[config.mk]
export PLATFORM = sky130hd
export DESIGN_NAME = pipelined_addsub
export DESIGN_NICKNAME = d
export VERILOG_FILES = /design/src/rtl/pipelined_addsub.sv
export SDC_FILE = /design/constraint.sdc
export NUM_CORES = 1
export LEC_CHECK = 0
export BUFFER_PORTS_ARGS = -buffer_cell sky130_fd_sc_hd__clkbuf_2
export CAP_MARGIN = 10
export CORE_AREA = 3 3 122 124
export CTS_BUF_LIST = sky130_fd_sc_hd__clkbuf_8
export DETAILED_ROUTE_END_ITERATION = 6
export DIE_AREA = 0 0 125 127
export HOLD_SLACK_MARGIN = 0.05
export PLACE_DENSITY = 0.92
export SLEW_MARGIN = 20
export SYNTH_ARGS = -nofsm -noshare
export SYNTH_HDL_FRONTEND = slang
export SYNTH_SLANG_ARGS = --single-unit
[constraint.sdc]
create_clock -name CLK -period 8 [get_ports CLK]
set_input_delay 1.2 -clock CLK [delete_from_list [all_inputs] [get_ports CLK]]
set_output_delay 1.2 -clock CLK [all_outputs]
set_load 0.1 [all_outputs]
[src/rtl/pipelined_addsub.sv]
// Pipelined carry-lookahead adder/subtractor with valid/ready handshakes.
// Each N/STAGES slice is resolved in its own stage, and the inter-slice carry is registered.
module pipelined_addsub #(
  parameter int unsigned N      = 32,
  parameter int unsigned STAGES = 4
) (
  input  logic         CLK,
  input  logic         RST,
  input  logic         FLUSH,
  input  logic         IN_VALID,
  output logic         IN_READY,
  input  logic [N-1:0] A,
  input  logic [N-1:0] B,
  input  logic         ADD_SUB,
  input  logic         USE_CIN,
  input  logic         CIN,
  output logic         OUT_VALID,
  input  logic         OUT_READY,
  output logic [N-1:0] R,
  output logic         COUT,
  output logic         OVF,
  output logic         ZERO,
  output logic         NEG
);

  localparam int unsigned W = N / STAGES;

  typedef struct packed {
    logic [W-1:0] sum;
    logic         c_msb;
    logic         c_out;
  } slice_t;

  // Generate/propagate carry recurrence is confined to one slice.
  function automatic slice_t slice_add(input logic [W-1:0] a, input logic [W-1:0] b,
                                       input logic cin);
    slice_t       res;
    logic [W:0]   c;
    logic [W-1:0] g;
    logic [W-1:0] p;
    g    = a & b;
    p    = a | b;
    c    = '0;
    c[0] = cin;
    for (int unsigned i = 0; i < W; i++) c[i+1] = g[i] | (p[i] & c[i]);
    res.sum   = a ^ b ^ c[W-1:0];
    res.c_msb = c[W-1];
    res.c_out = c[W];
    return res;
  endfunction

  logic [N-1:0] a_q [STAGES];
  logic [N-1:0] b_q [STAGES];
  logic [N-1:0] r_q [STAGES];
  logic         c_q [STAGES];
  logic         z_q [STAGES];
  logic         v_q [STAGES];
  logic         ovf_q;

  logic [N-1:0] a_d [STAGES];
  logic [N-1:0] b_d [STAGES];
  logic [N-1:0] r_d [STAGES];
  logic         c_d [STAGES];
  logic         z_d [STAGES];
  logic         ovf_d;
  logic         advance;

  assign advance  = !v_q[STAGES-1] || OUT_READY;
  assign IN_READY = !FLUSH && advance;

  always_comb begin
    logic [N-1:0] src_a;
    logic [N-1:0] src_b;
    logic [N-1:0] src_r;
    slice_t       s;
    src_a = A;
    src_b = B ^ {N{ADD_SUB}};
    src_r = '0;
    s     = slice_add(src_a[W-1:0], src_b[W-1:0], USE_CIN ? CIN : ADD_SUB);
    src_r[W-1:0] = s.sum;
    a_d[0] = src_a;
    b_d[0] = src_b;
    r_d[0] = src_r;
    c_d[0] = s.c_out;
    z_d[0] = (s.sum == '0);
    // Operands ride along skewed; finished low slices are carried forward in r.
    for (int unsigned k = 1; k < STAGES; k++) begin
      src_a = a_q[k-1];
      src_b = b_q[k-1];
      src_r = r_q[k-1];
      s     = slice_add(src_a[k*W +: W], src_b[k*W +: W], c_q[k-1]);
      src_r[k*W +: W] = s.sum;
      a_d[k] = src_a;
      b_d[k] = src_b;
      r_d[k] = src_r;
      c_d[k] = s.c_out;
      z_d[k] = z_q[k-1] && (s.sum == '0);
    end
    ovf_d = s.c_msb ^ s.c_out;
  end

  always_ff @(posedge CLK or posedge RST) begin
    if (RST) begin
      for (int unsigned k = 0; k < STAGES; k++) begin
        v_q[k] <= 1'b0;
        a_q[k] <= '0;
        b_q[k] <= '0;
        r_q[k] <= '0;
        c_q[k] <= 1'b0;
        z_q[k] <= 1'b0;
      end
      ovf_q <= 1'b0;
    end else begin
      if (FLUSH) begin
        for (int unsigned k = 0; k < STAGES; k++) v_q[k] <= 1'b0;
      end else if (advance) begin
        v_q[0] <= IN_VALID;
        for (int unsigned k = 1; k < STAGES; k++) v_q[k] <= v_q[k-1];
      end
      if (advance) begin
        for (int unsigned k = 0; k < STAGES; k++) begin
          a_q[k] <= a_d[k];
          b_q[k] <= b_d[k];
          r_q[k] <= r_d[k];
          c_q[k] <= c_d[k];
          z_q[k] <= z_d[k];
        end
        ovf_q <= ovf_d;
      end
    end
  end

  assign OUT_VALID = v_q[STAGES-1];
  assign R         = r_q[STAGES-1];
  assign COUT      = c_q[STAGES-1];
  assign ZERO      = z_q[STAGES-1];
  assign NEG       = r_q[STAGES-1][N-1];
  assign OVF       = ovf_q;

endmodule

==> metrics.txt, run 1 <==
status=finished clean; Final Skew=0.0158 ns; Crit Path Category=in -> reg; clock insertion delay at the later pin of the skew report=0.46 ns; CTS H-tree depth=4; Setup crit end kind=register; register clock-pin slew on the reported worst setup and hold paths=0.09 ns; Routed WL=15100 µm; Starting Density=0.598; Die Area=15900 µm²; maxcap violations=0; PostCTS Resize Cnt=0; Mean Syn Cell Area=9.69 µm²; Compound-Gate Fraction of Synth Area=0.0466; I/O Buffers=109; Netlist cell types=27; Via density=4.95; instance area after placement=8780 µm²; unrepaired setup endpoints after global routing=false; post-route cell area=9120 µm²; I/O pin count=110; Final ANT Viol Nets=0; synthesized-area fraction occupied by adder cells=0.0771; vias=5613; Slew headroom=0.343; placed cell count=1104; final period utilization=0.612; HPWL Detailed=10500 µm; vias in the first global route=5468; overall power=2.69 mW; CTS tree=yes; worst-case clock buffer depth=2; Yosys warnings=0; nets@finish=1047; CTS Root Cell=clkbuf_8; Finished Layout Cells=1134; clk sinks=189; global-route usage over all layers=0.199; Final setup viols=0; synthesized cell area=8310 µm²; Area Growth Syn to Fin=9.81%; CP Data Required Time=8.37 ns; DRC Markers=0; Max VDD drop=0.000177 V; sequential area share after synthesis=0.569; Setup TNS Final=0 ns; simple-gate portion of the synthesized area=0.212; n_diodes=0; FF+latch count, synth=189; CTS Buf Count=17; GPL Wtd Cong=0.790; DR pass1 iterations=5; final hold vios=0; initial antenna violation count=0; P_leak=4.69 nW; die height=127 µm; CP arrival=5.27 ns; min cycle time layout=4.90 ns; crit start category=primary input; DIE WIDTH=125 µm; total gr overflow=0; largest net degree at the start of global routing=123; Detailed Route Iter0 Violations=412; syn_nets=961; layout cells sized above 1=0.168; first-pass GRT wire length=25700 µm; xor and xnor area share after synthesis=0.0348; FILL cells=1122; proportion of synthesized area in mux cells=0.00121; DR WL/cell=13.3 µm; hold_buf cts=0; largest family of logic cells by synthesized area=simple AND/OR/NAND/NOR gates; count of pins over their slew limit=0; Worst-Margin Slew=0.985 ns; worst-path fanout max=33; fmax=204 MHz; Rows=43; Syn Inst Count=857; post-CTS setup buffer count=0; Power Dens Cells=295 nW/µm²; worst hold path type=reg -> reg; core area=13900 µm²
## placed cells by master (no fill, tap or decap), drive strengths merged, types with 2 or more instances in the layout
cell type / instances
nand2: 424
dfrtp: 189
clkbuf: 129
inv: 42
o21ai: 42
fa: 32
xnor2: 28
nor2: 18
a21oi: 18
xor2: 5
buf: 5
clkinvlp: 3
nand4: 2
nand4b: 2
nor3: 2
nor4: 2
a22o: 2
clkinv: 2
## registers in the layout, indices dropped and copies added, names as in the netlist
| name | flops |
|---|---|
| a_d | 48 |
| b_d | 48 |
| OVF | 1 |
| z_q | 3 |
| R | 32 |
| COUT | 1 |
| c_q | 3 |
| OUT_VALID | 1 |
| ZERO | 1 |
| r_d | 48 |
| v_q | 3 |
## critical path: stages
cell	delay, ns
clkbuf_2	0.08
buf_4	0.43
mux2i_1	0.19
fa_1	0.43
inv_1	0.09
fa_1	0.20
fa_1	0.17
inv_1	0.05
fa_1	0.41
fa_1	0.39
inv_1	0.09
fa_1	0.17
inv_1	0.05
fa_1	0.41
fa_1	0.57
nand4_1	0.12
o31ai_2	0.22
## synthesized netlist by cell type
cell	count	area, µm²
nand2_1	424	1590
dfrtp_1	189	4730
inv_1	37	139
fa_1	32	641
o21ai_0	29	145
xnor2_1	28	245
buf_2	21	105
nor2_1	18	67.6
buf_6	16	180
a21oi_2	15	131
o21ai_1	13	65.1
buf_4	8	60.1
xor2_1	5	43.8
a21oi_1	3	15.0
a22o_1	2	17.5
clkbuf_1	2	7.51
nand4_1	2	12.5
nand4b_1	2	17.5
nor3_1	2	10.0
nor4_1	2	12.5
mux2i_1	1	10.0
nand2b_1	1	6.26
nand3b_1	1	7.51
nor2b_4	1	13.8
nor4b_1	1	8.76
o31ai_2	1	12.5
or4b_1	1	10.0
## layout make-up
class                           instances  area, µm²  share of cell area
Sequential cell                       189       4730               0.519
Timing Repair Buffer                  114        583              0.0639
Multi-Input combinational cell        584       3090               0.339
Inverter                               37        146              0.0161
Clock inverter                         10       68.8             0.00755
Tap cell                              180        225              0.0247
Clock buffer                           20        275              0.0302
## per-stage QoR
step                utilization  setup WS (ns)  hold WS, ns
global placement          0.632           2.77        0.449
detailed placement        0.632           2.60        0.455
finish                    0.657           3.10        0.469
CTS                       0.657           3.11        0.475
global route              0.657           2.82        0.483
floorplan                     -           1.66        0.439
## cell families (layout without fill, tap and decap cells)
kind of cell,after synthesis,count (layout)
AND/OR/NAND/NOR,455,455
flip-flops,189,189
buffers and inverters,84,181
AO/OA/AOI/OAI,63,63
XOR/XNOR,33,33
adder cells (fa/ha/maj),32,32
multiplexers,1,1
## worst paths after layout
path	to	slack, ns	cells past startpoint	from
max	z_q[3]$_DFFE_PP0N_	3.10	17	ADD_SUB
min	R[23]$_DFFE_PP0N_	0.47	2	r_d[23]$_DFFE_PP0N_
max reg2reg	z_q[2]$_DFFE_PP0N_	4.06	15	c_q[3]$_DFFE_PP0N_
min reg2reg	R[23]$_DFFE_PP0N_	0.47	2	r_d[23]$_DFFE_PP0N_
max in group asynchronous	b_d[48]$_DFFE_PP0N_	5.79	3	RST
min in group asynchronous	R[28]$_DFFE_PP0N_	0.87	2	RST
## metal layers
metal / track usage / vias to the layer above / routed length [µm]
met4: 0.0804 / 0 / 327
li1: - / 2786 / -
met5: 0 / - / 0
met3: 0.0360 / 23 / 682
met2: 0.311 / 132 / 7190
met1: 0.284 / 2672 / 6860
## power breakdown
| part | internal [mW] | switching [mW] | leakage, nW |
|---|---|---|---|
| combinational | 0.193 | 0.699 | 2.28 |
| clock | 0.236 | 0.321 | 0.178 |
| sequential | 1.14 | 0.105 | 2.22 |
No activity file was read; power rests on OpenSTA's default activity.
==> run 2, diff against run 1 <==
clock period = 5.14 ns   (was 8 ns; I/O delays follow)
==> run 2 against run 1 <==
Against the previous run:
- count of clock-buffer cells in the layout shrank 3
- worst setup slack lost 2.2 ns
- clock power grew 94%
- register-to-register slack lost 2.8 ns
- total power grew 64%
- combinational power grew 57%
==> metrics.txt, run 2 (synthesis gave the netlist of run 1 again) <==
FILL cells=1030; worst hold path type=reg -> reg; vias in the first global route=5658; I/O pin count=110; Slew headroom=0.312; core area=13900 µm²; worst hold path stage count=2; final period utilization=0.818; DR pass1 iterations=5; vias=5685; clock insertion delay at the later pin of the skew report=0.47 ns; initial antenna violation count=0; DR WL/cell=14.0 µm; worst-path fanout max=10; first-pass GRT wire length=26900 µm; Setup TNS Final=0 ns; Via density=5.00; overall power=4.41 mW; maxcap violations=0; CP max stage delay=0.56 ns; HPWL Detailed=10400 µm; final hold vios=0; DRC Markers=0; multi-input logic area=3090 µm²; CTS Root Cell=clkbuf_8; CP Data Required Time=5.52 ns; CTS tree=yes; layout cells sized above 1=0.172; Rows=43; Final setup viols=0; clk sinks=189; PostCTS Resize Cnt=0; CTS H-tree depth=4; Final ANT Viol Nets=0; worst reg2reg path depth=15; CTS Buf Count=17; stages on the worst setup path=16; total gr overflow=0; Crit Path Category=in -> reg; Die Area=15900 µm²; Starting Density=0.598; count of pins over their slew limit=0; Routed WL=15900 µm; Hold Path Origin=R[25]$_DFFE_PP0N_; highest-count cells in the layout ignoring fill and taps=nand2_1 (424), dfrtp_1 (189), clkbuf_2 (109), inv_1 (37), fa_1 (32); nets@finish=1047; largest net degree at the start of global routing=190; Worst-Margin Slew=1.03 ns; crit start category=primary input; Max VDD drop=0.000228 V; fmax=238 MHz; worst-case clock buffer depth=2; Power Dens Cells=477 nW/µm²; most common cell after layout, fill and taps aside=nand2_1; sequential cell area=4730 µm²; Buf/Inv on CP=5; Setup crit end kind=register; hold_buf cts=0; DIE WIDTH=125 µm; CP top delay family=adder cells; CP Launch Point=ADD_SUB; status=finished clean; P_leak=4.74 nW; register clock-pin slew on the reported worst setup and hold paths=0.09 ns; Final Skew=0.0126 ns; CP arrival=4.59 ns; CP Cell Sequence=clkbuf_2 -> mux2i_1 -> fa_1 -> inv_1 -> fa_1 -> fa_1 -> inv_1 -> fa_1 -> fa_1 -> inv_1 -> fa_1 -> inv_1 -> fa_1 -> fa_1 -> nand4_1 -> o31ai_2; post-CTS setup buffer count=0; Detailed Route Iter0 Violations=410; GPL Wtd Cong=0.798; unrepaired setup endpoints after global routing=false; I/O Buffers=109; cell with the most instances on the worst path=fa_1; global-route usage over all layers=0.211; instance area after placement=8800 µm²; Area Growth Syn to Fin=11.3%; die height=127 µm; n_diodes=0; Worst path slowest cell=fa_1; post-route cell area=9240 µm²; reg2reg start=c_q[3]$_DFFE_PP0N_; min cycle time layout=4.21 ns
## run 2: cell types whose count changed in the layout (fill, tap and decap cells not counted), sizes merged
cell / change
clkinvlp: -1
bufinv: +4
clkbuf: -3
clkinv: +2
## run 2: final cells by class
type                            instances  area share
Clock buffer                           17      0.0253
Multi-Input combinational cell        584       0.335
Tap cell                              180      0.0244
Clock inverter                         15      0.0226
Timing Repair Buffer                  114      0.0658
Inverter                               37      0.0154
Sequential cell                       189       0.512
## run 2: routing by layer
metal,wire (µm),track usage,vias up,part of all wire
li1,-,-,2780,-
met1,6850,0.292,2732,0.43
met2,7810,0.334,144,0.49
met3,850,0.0481,29,0.054
met4,359,0.0753,0,0.023
met5,0,0,-,0
## run 2: path summary, 6_finish.rpt
path | slack, ns | endpoint
max in group asynchronous | 3.89 | a_d[93]$_DFFE_PP0N_
worst min register to register | 0.47 | R[25]$_DFFE_PP0N_
worst max register to register | 1.21 | z_q[2]$_DFFE_PP0N_
worst min-delay path | 0.47 | R[25]$_DFFE_PP0N_
min in group asynchronous | 0.54 | R[26]$_DFFE_PP0N_
worst max-delay path | 0.93 | z_q[3]$_DFFE_PP0N_
## run 2: through the flow
stage	cells	util	setup WS (ns)	hold WS, ns
6_report	1136	0.666	0.934	0.473
5_1_grt	1136	0.666	0.713	0.483
3_5_place_dp	1104	0.634	0.413	0.453
3_3_place_gp	1104	0.634	0.580	0.449
4_1_cts	1136	0.666	0.918	0.474
2_1_floorplan	857	-	0.658	0.439
## run 2: worst register-to-register path, delay by kind of cell (launching register included)
kind	cells	cell delay, ns
adders and majority gates	8	2.71
DFF	1	0.39
and+or+nand+nor	2	0.36
buffers and inverters	4	0.28
AOI/OAI and AO/OA	1	0.14
## run 2: report_power, final
group | internal, mW | total, mW | switching (mW)
Combinational | 0.303 | 1.40 | 1.09
Clock | 0.538 | 1.08 | 0.540
Sequential | 1.77 | 1.94 | 0.165
Total | 2.61 | 4.41 | 1.80
==> run 3, diff against run 2 <==
ABC_AREA = 1   (was unset)
CORE_AREA = 3 3 128 130   (was 3 3 122 124)
DIE_AREA = 0 0 131 133   (was 0 0 125 127)
PLACE_DENSITY = 0.88   (was 0.92)
clock period = 3.65 ns   (was 5.14 ns; I/O delays follow)
==> run 3 against run 2 <==
Against the previous run:
- area after synthesis is 0.68% lower
- clock power is 19% higher
- synthesized cell count is 0.12% lower
- first-iteration DRC count is 8.3% lower
- critical endpoint is now z_q[2]$_DFFE_PP0N_
- count of clock-buffer cells in the layout is 4 higher
==> metrics.txt, run 3 <==
FF+latch count, synth=189; Die Area=17400 µm²; CTS H-tree depth=4; Final ANT Viol Nets=0; Power Dens Cells=646 nW/µm²; GPL Wtd Cong=0.858; Netlist cell types=20; hold_buf cts=0; ranking of synthesized cells by area=dfrtp_1 (57%), nand2_1 (15%), fa_1 (7.8%); synthesized cell area=8250 µm²; clk sinks=189; CTS tree=yes; final core utilization=0.607; Slew headroom=0.341; Commonest cells post-synth=nand2_1 (325), dfrtp_1 (189), o21ai_0 (114), inv_1 (84), fa_1 (32); I/O pin count=110; Post-synth EDFFs=0; CP arrival=3.92 ns; final period utilization=0.975; sequential area share after synthesis=0.573; register clock-pin slew on the reported worst setup and hold paths=0.09 ns; CTS Root Cell=clkbuf_8; I/O Buffers=109; worst-case clock buffer depth=2; DIE WIDTH=131 µm; largest net degree at the start of global routing=233; logic gate share of total power=0.330; total gr overflow=0; Setup TNS Final=0 ns; worst-path fanout max=2; min cycle time layout=3.56 ns; global-route usage over all layers=0.187; Sequential Power Share=0.456; Starting Density=0.541; hold_ws=0.278 ns; Yosys warnings=0; count of pins over their slew limit=0; worst hold path type=in -> reg; worst hold path stage count=3; FFs w/ async S/R, synth=1.00; Final Skew=0.0137 ns; dpl ws=-0.382 ns; DR WL/cell=13.2 µm; Pint=3.47 mW; status=finished clean; Area Growth Syn to Fin=12.3%; CTS Buf Count=17; most frequent cell after synthesis=nand2_1; n_diodes=0; Crit Path Category=reg -> reg; overall power=5.98 mW; worst reg2reg path depth=17; highest-count cells in the layout ignoring fill and taps=nand2_1 (325), dfrtp_1 (189), o21ai_0 (113), clkbuf_2 (108), inv_1 (76); Post-synth top flop=dfrtp_1; syn_nets=960; layout cells sized above 1=0.190; final hold vios=0; HPWL Detailed=10500 µm; crit start category=register; core area=15300 µm²; Setup crit end kind=register; Clock power frac=0.214; setup ws final=0.0899 ns; most common cell after layout, fill and taps aside=nand2_1; first-pass GRT wire length=25500 µm; Rows=45; Routed WL=15500 µm; unrepaired setup endpoints after global routing=true; die height=133 µm; vias in the first global route=5516; P_leak=4.59 nW; Max VDD drop=0.000489 V; sw frac=0.421; Mean Syn Cell Area=9.64 µm²; CP Data Required Time=4.01 ns; vias=5593; DRC Markers=0; fmax=281 MHz; top cell type by total area after synthesis=dfrtp_1; nets@finish=1051; Net Switching=2.52 mW; DR pass1 iterations=5; Detailed Route Iter0 Violations=376; Via density=4.78; maxcap violations=0; Syn Inst Count=856; initial antenna violation count=2; clock insertion delay at the later pin of the skew report=0.47 ns; Worst-Margin Slew=0.989 ns; Final setup viols=0; top-area cell type share of the netlist area=0.573
## run 3: final cells by class
class | count | area (µm²)
clock buffer | 21 | 289
clock inverter | 11 | 82.6
fill | 1289 | 5990
inverter | 86 | 329
multi-input combinational | 536 | 2940
sequential | 189 | 4730
tap | 211 | 264
timing repair buffer | 117 | 633
## run 3: path summary, 6_finish.rpt
path / start / to / slack, ns
max in group asynchronous: RST / ZERO$_DFFE_PP0N_ / 2.56
setup reg to reg: a_d[72]$_DFFE_PP0N_ / z_q[2]$_DFFE_PP0N_ / 0.09
hold reg to reg: b_d[95]$_DFFE_PP0N_ / b_d[63]$_DFFE_PP0N_ / 0.46
min in group asynchronous: RST / R[2]$_DFFE_PP0N_ / 0.33
hold / removal: A[16] / a_d[80]$_DFFE_PP0N_ / 0.28
setup / recovery: a_d[72]$_DFFE_PP0N_ / z_q[2]$_DFFE_PP0N_ / 0.09
## run 3: cells by family (layout without fill, tap and decap cells)
group,Yosys count,after routing,synth area share
simple gates,344,344,0.160
flops,189,189,0.573
buf+inv,131,235,0.0767
compound gates,126,126,0.0764
xor+xnor,33,33,0.0350
fa+ha+maj,32,32,0.0777
mux,1,1,0.00121
## run 3: per-layer routing
metal,track usage,vias to the layer above,share of wire,routed length [µm]
met4,0.0560,4,0.0098,152
met2,0.308,114,0.52,7980
li1,-,2793,-,-
met1,0.239,2663,0.43,6580
met3,0.0561,19,0.046,707
met5,0,-,0.0022,34
## run 3: per-stage QoR
stage / cell area [µm²] / std cells
after floorplan: 8290 / 856
after global placement: 8850 / 1137
after detailed placement: 8850 / 1137
after CTS: 9240 / 1169
after global routing: 9270 / 1171
final: 9270 / 1171
## run 3: critical path, stage by stage (launching register included)
cell and delay (ns):
dfrtp_1 0.37, inv_1 0.09, fa_1 0.17, inv_1 0.06
fa_2 0.34, fa_2 0.35, fa_2 0.35, fa_2 0.33
inv_1 0.08, fa_1 0.15, inv_1 0.05, fa_1 0.37
fa_1 0.50, inv_2 0.04, nand2_1 0.05, nor2_1 0.04
nand3_1 0.07, nand2_1 0.05
## run 3: repair_timing
action,in CTS,in global routing
gates resized for setup,9,10
pin swaps,0,2
endpoints found under the setup margin,3,6
buffers inserted,0,2
## run 3: power by group through the flow
stage	Combinational, mW	Sequential [mW]	Clock (mW)
floorplan	0.602	3.73	0
global placement	1.93	2.74	0
detailed placement	1.98	2.77	0
CTS	1.98	2.73	1.32
global route	2.13	2.78	1.40
finish	1.98	2.73	1.28
